$ cat config.mk
export PLATFORM = sky130hd
export DESIGN_NAME = serial_byte_queue
export DESIGN_NICKNAME = d
export VERILOG_FILES = /design/src/rtl/serial_byte_queue.sv
export SDC_FILE = /design/constraint.sdc
export NUM_CORES = 1
export LEC_CHECK = 0
export ABC_AREA = 1
export BUFFER_PORTS_ARGS = -buffer_cell sky130_fd_sc_hd__buf_2
export CORE_AREA = 3 3 108 110
export CTS_CLUSTER_DIAMETER = 30
export DETAILED_ROUTE_END_ITERATION = 7
export DIE_AREA = 0 0 111 113
export GPL_TIMING_DRIVEN = 0
export PLACE_DENSITY_LB_ADDON = 0.15
export SLEW_MARGIN = 30
export SYNTH_ARGS = -nofsm -noshare
export SYNTH_HDL_FRONTEND = slang
export SYNTH_SLANG_ARGS = --single-unit
$ cat constraint.sdc
create_clock -name clock_1MHz -period 2.7 [get_ports clock_1MHz]
set_input_delay 0.135 -clock clock_1MHz [delete_from_list [all_inputs] [get_ports clock_1MHz]]
set_output_delay 0.135 -clock clock_1MHz [all_outputs]
set_load 0.01 [all_outputs]
$ cat src/rtl/serial_byte_queue.sv
// Serial-to-parallel byte receiver feeding a circular byte FIFO.
// Strobe inputs are rising-edge detected; data_out holds the last dequeued byte.
module serial_byte_queue #(
  parameter int unsigned WIDTH = 8,
  parameter int unsigned DEPTH = 8
) (
  input  logic             clock_1MHz,
  input  logic             rst,
  input  logic             data_in,
  input  logic             write_in,
  input  logic             enqueue_in,
  input  logic             dequeue_in,
  output logic             status_out,
  output logic [WIDTH-1:0] data_out
);

  localparam int unsigned PTR_W = (DEPTH > 1) ? $clog2(DEPTH) : 1;
  localparam int unsigned CNT_W = $clog2(DEPTH + 1);
  localparam int unsigned BIT_W = (WIDTH > 1) ? $clog2(WIDTH) : 1;

  logic             write_prev_q, write_prev_d;
  logic             enq_prev_q, enq_prev_d;
  logic             deq_prev_q, deq_prev_d;
  logic             status_q, status_d;
  logic [WIDTH-1:0] data_q, data_d;
  logic [WIDTH-1:0] shreg_q, shreg_d;
  logic [BIT_W-1:0] bit_cnt_q, bit_cnt_d;
  logic             hold_q, hold_d;
  logic [PTR_W-1:0] wr_ptr_q, wr_ptr_d;
  logic [PTR_W-1:0] rd_ptr_q, rd_ptr_d;
  logic [CNT_W-1:0] count_q, count_d;
  logic [WIDTH-1:0] mem_q [DEPTH];

  logic write_ev, enq_ev, deq_ev;
  logic full, empty;
  logic enq_ok, deq_ok;

  always_comb begin
    write_ev     = write_in & ~write_prev_q;
    enq_ev       = enqueue_in & ~enq_prev_q;
    deq_ev       = dequeue_in & ~deq_prev_q;
    full         = (count_q == CNT_W'(DEPTH));
    empty        = (count_q == CNT_W'(0));
    // A pop in the same cycle frees the slot a full-FIFO push needs.
    deq_ok       = deq_ev & ~empty;
    enq_ok       = enq_ev & hold_q & (~full | deq_ok);

    write_prev_d = write_in;
    enq_prev_d   = enqueue_in;
    deq_prev_d   = dequeue_in;
    status_d     = ~hold_q & ~full;
    data_d       = data_q;
    shreg_d      = shreg_q;
    bit_cnt_d    = bit_cnt_q;
    hold_d       = hold_q;
    wr_ptr_d     = wr_ptr_q;
    rd_ptr_d     = rd_ptr_q;
    count_d      = count_q;

    if (write_ev && status_q && !hold_q) begin
      shreg_d = {data_in, shreg_q[WIDTH-1:1]};
      if (bit_cnt_q == BIT_W'(WIDTH - 1)) begin
        bit_cnt_d = '0;
        hold_d    = 1'b1;
      end else begin
        bit_cnt_d = bit_cnt_q + BIT_W'(1);
      end
    end

    if (enq_ok) begin
      hold_d   = 1'b0;
      wr_ptr_d = wr_ptr_q + PTR_W'(1);
    end

    if (deq_ok) begin
      data_d   = mem_q[rd_ptr_q];
      rd_ptr_d = rd_ptr_q + PTR_W'(1);
    end

    count_d = count_q + CNT_W'(enq_ok) - CNT_W'(deq_ok);
  end

  always_ff @(posedge clock_1MHz or posedge rst) begin
    if (rst) begin
      write_prev_q <= 1'b0;
      enq_prev_q   <= 1'b0;
      deq_prev_q   <= 1'b0;
      status_q     <= 1'b0;
      data_q       <= '0;
      shreg_q      <= '0;
      bit_cnt_q    <= '0;
      hold_q       <= 1'b0;
      wr_ptr_q     <= '0;
      rd_ptr_q     <= '0;
      count_q      <= '0;
    end else begin
      write_prev_q <= write_prev_d;
      enq_prev_q   <= enq_prev_d;
      deq_prev_q   <= deq_prev_d;
      status_q     <= status_d;
      data_q       <= data_d;
      shreg_q      <= shreg_d;
      bit_cnt_q    <= bit_cnt_d;
      hold_q       <= hold_d;
      wr_ptr_q     <= wr_ptr_d;
      rd_ptr_q     <= rd_ptr_d;
      count_q      <= count_d;
    end
  end

  // Storage needs no reset: only entries counted by count_q are ever read.
  always_ff @(posedge clock_1MHz) begin
    if (enq_ok) begin
      mem_q[wr_ptr_q] <= shreg_q;
    end
  end

  assign status_out = status_q;
  assign data_out   = data_q;

endmodule

==> flow_summary.ini, run 1 <==
[grt]
gr-usage-all-layers_pct = 15.1
antenna_found_initial = 0
first_global_vias = 2628
grt_max_degree = 35
gr-total-overflow = 0
grt_pass1_wl_um = 14300

[outcome]
status = completed

[critical_path]
cp-endpoint = mem_q[1][5]$_DFFE_PP_
slowest_stage = nor2_1
reg2reg_depth = 7
crit_chain = inv_1 > ha_1 > nand3_2 > nand3_2 > nand2_2 > nand2_2 > nor2_1
worstReg2RegEnd = mem_q[1][5]$_DFFE_PP_
worstSetupStartpoint = count_q[2]$_DFF_PP0_
required_ns = 2.69
start_kind = flop
cp-end-kind = flop
worstPathArrival_ns = 2.15
r2r_slack_ns = 0.54
path_class = reg2reg
worstPathMaxFanout = 9
r2r-start = count_q[2]$_DFF_PP0_
crit_path_max_incr_delay_ns = 0.72

[detailed_routing]
vias = 2721
drtIter0Drc = 227
drc = 0
drt_first_pass_iters = 4
wl_per_cell_um = 14.8
ant_nets = 0
wl_um = 8780
vias_per_cell = 4.60

[placement]
place_area_um2 = 4550
numPortBuffers = 14
dp.cells = 571
hpwl_um = 5900
place_congestion = 0.804
dpl_worst_slack_ns = 0.465

[clock_network]
post_cts_buffers = 0
cts_hold_buf = 5
clk_path_buf_depth = 2
ctsResizeCount = 0
numCtsBuffers = 9
cts_num_sinks = 98
clkLatencyLatePin_ns = 0.36
htreeDepth = 3
path_clk_slew_ns = 0.09
root_buffer = clkbuf_8
tritoncts = done

[final_layout]
finalNetCount = 463
n_antenna_cell = 0
fin_cells = 592
drive_gt1_share_pct = 13.1
final_area_um2 = 4800
syn2layout_area_growth_pct = 11.6
fin_util_pct = 44.5
fill_cells = 1055

[sta]
slew_headroom_pct = 39.6
timing.final.ws_setup_ns = 0.543
min_period_over_period_pct = 79.9
final_max_slew_viol_count = 0
fin_worst_skew_ns = 0.0110
finalSetupViolCount = 0
fin_hold_ws_ns = 0.423
tns_ns = 0
tightestPinTransition_ns = 0.902
period_needed_ns = 2.16
rsz0062_at_grt = false
fmax_mhz = 464
hold_viol = 0

[synthesis]
syn_avg_cell_area_um2 = 10.3
ys_ff_latch = 98
syn-instance-count = 417
syn_area_um2 = 4300
synth_seq_area_share_pct = 64.5
ys_warn_count = 0
synthesis.nets = 433
ys_types = 28

[pwr]
power_density_nw_per_um2 = 980
total_power_mw = 4.70
power.leakage_nw = 2.20
vdd_drop_max_mv = 0.381

[floorplanning]
die_h_um = 113
dieArea_um2 = 12500
row_count = 38
core_area_um2 = 10800
start_util_pct = 39.8
die_w_um = 111
ios = 15

[worst_hold_path]
hold_path_class = in2reg

[run]
drv_cap = 0
registers in the layout (all words and copies together) (netlist names):
name / count
rd_ptr_q: 3
write_prev_q: 1
wr_ptr_q: 3
count_q: 4
deq_prev_q: 1
hold_q: 1
mem_q: 64
enq_prev_q: 1
data_out: 8
shreg_q: 8
bit_cnt_q: 3
status_out: 1
worst min path at each step:
stage                     from                endpoint  cells past startpoint
finish                write_in  write_prev_q$_DFF_PP0_                      2
global route        dequeue_in    deq_prev_q$_DFF_PP0_                      2
CTS                 enqueue_in    enq_prev_q$_DFF_PP0_                      2
detailed placement  enqueue_in    enq_prev_q$_DFF_PP0_                      1
global placement      write_in  write_prev_q$_DFF_PP0_                      1
floorplan           dequeue_in    deq_prev_q$_DFF_PP0_                      0
cell families (layout without fill, tap and decap cells):
family | Yosys count | after routing | share of synthesized area (%)
adders and majority gates | 10 | 10 | 3.08
buffers and inverters | 81 | 116 | 8.96
xor gates and xnor gates | 4 | 4 | 0.815
AOI/OAI and AO/OA | 8 | 8 | 1.05
and+or+nand+nor | 216 | 216 | 21.6
DFF | 98 | 98 | 64.5
layout by cell type (no fill, tap or decap):
master         count
clkbuf_16          2
buf_6              4
inv_8              1
nor3b_2            1
clkinv_1           1
edfxtp_1          64
xnor2_1            1
nand3_2            3
buf_4              7
clkbuf_8          10
nand3_1           57
xor2_1             3
o21bai_1           1
buf_2             17
ha_1               9
dlygate4sd3_1      5
a21oi_1            1
dfrtp_1           34
o21ai_0            3
inv_2              3
clkbuf_1           4
nand2_2            7
o21ai_1            2
clkinv_2           1
buf_8              1
nand2_1          136
inv_1             59
nor2_1            11
inv_4              1
fa_1               1
nor2_2             1
o21a_1             1
synth_stat cells:
| cell type | number | area, um^2 |
|---|---|---|
| inv_8 | 1 | 11.3 |
| clkinv_1 | 1 | 3.75 |
| fa_1 | 1 | 20.0 |
| nand3_2 | 3 | 30.0 |
| nand2_2 | 7 | 43.8 |
| ha_1 | 9 | 113 |
| buf_2 | 3 | 15.0 |
| nand3_1 | 57 | 285 |
| inv_4 | 1 | 6.26 |
| xor2_1 | 3 | 26.3 |
| inv_1 | 60 | 225 |
| buf_4 | 7 | 52.6 |
| o21bai_1 | 1 | 7.51 |
| buf_6 | 4 | 45.0 |
| inv_2 | 2 | 7.51 |
| nor2_1 | 11 | 41.3 |
| a21oi_1 | 1 | 5.00 |
| o21ai_0 | 3 | 15.0 |
| clkbuf_1 | 1 | 3.75 |
| nand2_1 | 136 | 510 |
| edfxtp_1 | 64 | 1920 |
| buf_8 | 1 | 15.0 |
| dfrtp_1 | 34 | 851 |
| nor2_2 | 1 | 6.26 |
| o21ai_1 | 2 | 10.0 |
| o21a_1 | 1 | 7.51 |
| nor3b_2 | 1 | 12.5 |
| xnor2_1 | 1 | 8.76 |
per-layer routing:
| metal | wire [um] | global-route usage (%) |
|---|---|---|
| met4 | 112 | 5.34 |
| met2 | 4000 | 22.7 |
| met3 | 350 | 3.37 |
| met5 | 0 | 0 |
| met1 | 4310 | 21.5 |
report_power, final:
group / switching, mW / internal [mW] / total (mW) / leakage [nW]
Sequential: 0.294 / 1.95 / 2.25 / 1.01
Combinational: 0.909 / 0.588 / 1.50 / 1.09
Clock: 0.485 / 0.473 / 0.958 / 0.104
worst max-delay path, delay by kind of cell, from the launching register on:
kind                     cells  cell delay [ns]
flip-flops                   1             0.33
buffers and inverters        1             0.07
adder cells (fa/ha/maj)      1             0.21
AND/OR/NAND/NOR              5             1.18
cell type report:
class                      instances  area [um^2]  share of cell area (%)
buffer                            16          131                    2.74
clock buffer                      15          199                    4.14
clock inverter                     1         5.00                   0.104
inverter                          65          254                    5.29
multi-input combinational        238         1140                    23.8
sequential                        98         2770                    57.8
tap                              140          175                    3.65
timing repair buffer              19          120                    2.50
(Power assumes the default switching activity.)
==> run 2: changes to the inputs <==
Clock period 2.7 ns to 2.02 ns, I/O delays scaled along.
==> run 2 against run 1 <==
  * Final cell count grew 0.17%
  * Fmax rose by 12%
  * Worst setup slack worse by 0.45 ns
  * Register-to-register slack got worse by 0.45 ns
  * Core utilization increased by 0.51 points
  * Critical path type unchanged
  * Design area increased by 1.1%
  * Hold slack got worse by 0.25 ns
  * Largest cell class unchanged
  * Sequential share of layout area fell by 0.66 points
  * Non-clock buffer count up 1
  * Count of clock-buffer cells in the layout unchanged
  * Clock power up 35%
==> flow_summary.ini, run 2 (synthesized netlist as in run 1, its figures left out) <==
[detailed_routing]
vias_per_cell = 4.58
wl_met1_um = 4350
topRoutingLayerUsed = met4
wl_per_cell_um = 14.9
wl_met3_um = 302
drtIter0Drc = 212
drc = 0
ant_nets = 0
met2_length_um = 4030
drt_first_pass_iters = 4
vias = 2717
wl_um = 8820

[clock_network]
numCtsBuffers = 9
cts_num_sinks = 98
path_clk_slew_ns = 0.09
tritoncts = done
root_buffer = clkbuf_8
clkLatencyLatePin_ns = 0.37
htreeDepth = 3
clk_path_buf_depth = 2

[floorplanning]
core_area_um2 = 10800
die_h_um = 113
dieArea_um2 = 12500
start_util_pct = 39.8
ios = 15
row_count = 38
die_w_um = 111

[critical_path]
crit_path_max_incr_delay_ns = 0.47
crit_chain = inv_1 > ha_1 > nand3_2 > nand3_4 > nand2_2 > nand2_2 > nor2_2
worstPathArrival_ns = 1.93
start_kind = flop
critPathMostFrequentCell = nand2_2
required_ns = 2.03
slowest_stage = nor2_2
worstPathMaxFanout = 9
path_class = reg2reg
cp-end-kind = flop

[sta]
final_max_slew_viol_count = 0
slew_headroom_pct = 48.9
tightestPinTransition_ns = 0.765
fin_worst_skew_ns = 0.0141
finalSetupViolCount = 0
rsz0062_at_grt = true
fin_hold_ws_ns = 0.176
period_needed_ns = 1.92
hold_viol = 0
min_period_over_period_pct = 95.3
tns_ns = 0
fmax_mhz = 520

[final_layout]
ff_latch_area_um2 = 2770
multiInputGateArea_um2 = 1180
layout_common_cells = 136 x nand2_1, 64 x edfxtp_1, 58 x inv_1
top_register = mem_q
layout_commonest_cell = nand2_1
syn2layout_area_growth_pct = 12.9
largest_reg_flops = 64
drive_gt1_share_pct = 15.7
fill_cells = 1039
n_antenna_cell = 0
finalNetCount = 464

[grt]
gr-total-overflow = 0
gr-usage-all-layers_pct = 15.1
grt_pass1_wl_um = 14300
antenna_found_initial = 0
first_global_vias = 2642
grt_max_degree = 35

[placement]
hpwl_um = 5900
place_congestion = 0.804
numPortBuffers = 14

[pwr]
power_density_nw_per_um2 = 1310
vdd_drop_max_mv = 0.511
power.leakage_nw = 2.21

[worst_hold_path]
hold_path_class = in2reg

[run]
drv_cap = 0

[outcome]
status = completed
-- run 2: layout make-up --
| type | count | share of cell area [%] |
|---|---|---|
| sequential | 98 | 57.1 |
| multi-input combinational | 238 | 24.4 |
| inverter | 65 | 5.23 |
| clock buffer | 15 | 4.10 |
| tap | 140 | 3.61 |
| buffer | 16 | 2.86 |
| timing repair buffer | 20 | 2.63 |
| clock inverter | 1 | 0.103 |
-- run 2: worst max-delay path: cells and delay by family (launching register included) --
kind / cells / cell delay (ns)
fa+ha+maj: 1 / 0.18
buf+inv: 1 / 0.05
simple gates: 5 / 0.96
flops: 1 / 0.37
-- run 2: routing by layer --
metal	vias up	global-route usage, %
met5	-	0
met4	0	5.34
met3	11	3.37
met2	47	22.8
met1	1274	21.5
li1	1385	-
-- run 2: power by group --
part	total [mW]	internal [mW]	switching [mW]
Clock	1.29	0.633	0.654
Sequential	3.02	2.61	0.405
Combinational	2.05	0.811	1.24
Total	6.35	4.05	2.29
-- run 2: path summary, 6_finish.rpt --
path | from | end | slack [ns] | depth (start not counted)
worst max-delay path | count_q[3]$_DFF_PP0_ | mem_q[1][5]$_DFFE_PP_ | 0.1 | 7
worst min-delay path | dequeue_in | rd_ptr_q[1]$_DFFE_PP0P_ | 0.18 | 5
worst max register to register | count_q[3]$_DFF_PP0_ | mem_q[1][5]$_DFFE_PP_ | 0.1 | 7
worst min register to register | data_out[0]$_DFFE_PP0P_ | data_out[0]$_DFFE_PP0P_ | 0.48 | 2
max in group asynchronous | rst | data_out[2]$_DFFE_PP0P_ | 1.12 | 3
min in group asynchronous | rst | deq_prev_q$_DFF_PP0_ | 0.41 | 3
-- run 2: stage by stage --
step	util (%)	instance area, um^2	instances	setup slack, ns	total power [mW]
after global routing	45.0	4850	593	-0.0719	6.84
after global placement	42.1	4550	571	-0.178	5.02
after floorplan	-	4300	417	0.152	4.39
after detailed placement	42.1	4550	571	-0.215	5.07
after CTS	44.6	4820	592	-0.00997	6.36
final	45.0	4850	593	0.0955	6.35
-- run 2: repair_timing --
action | 4_1_cts | 5_1_grt
hold buffers | 5 | 0
endpoints found under the hold margin | 38 | 0
pin swaps | 0 | 1
gates resized for setup | 8 | 8
setup endpoints to repair | 49 | 37
setup buffers | 0 | 1
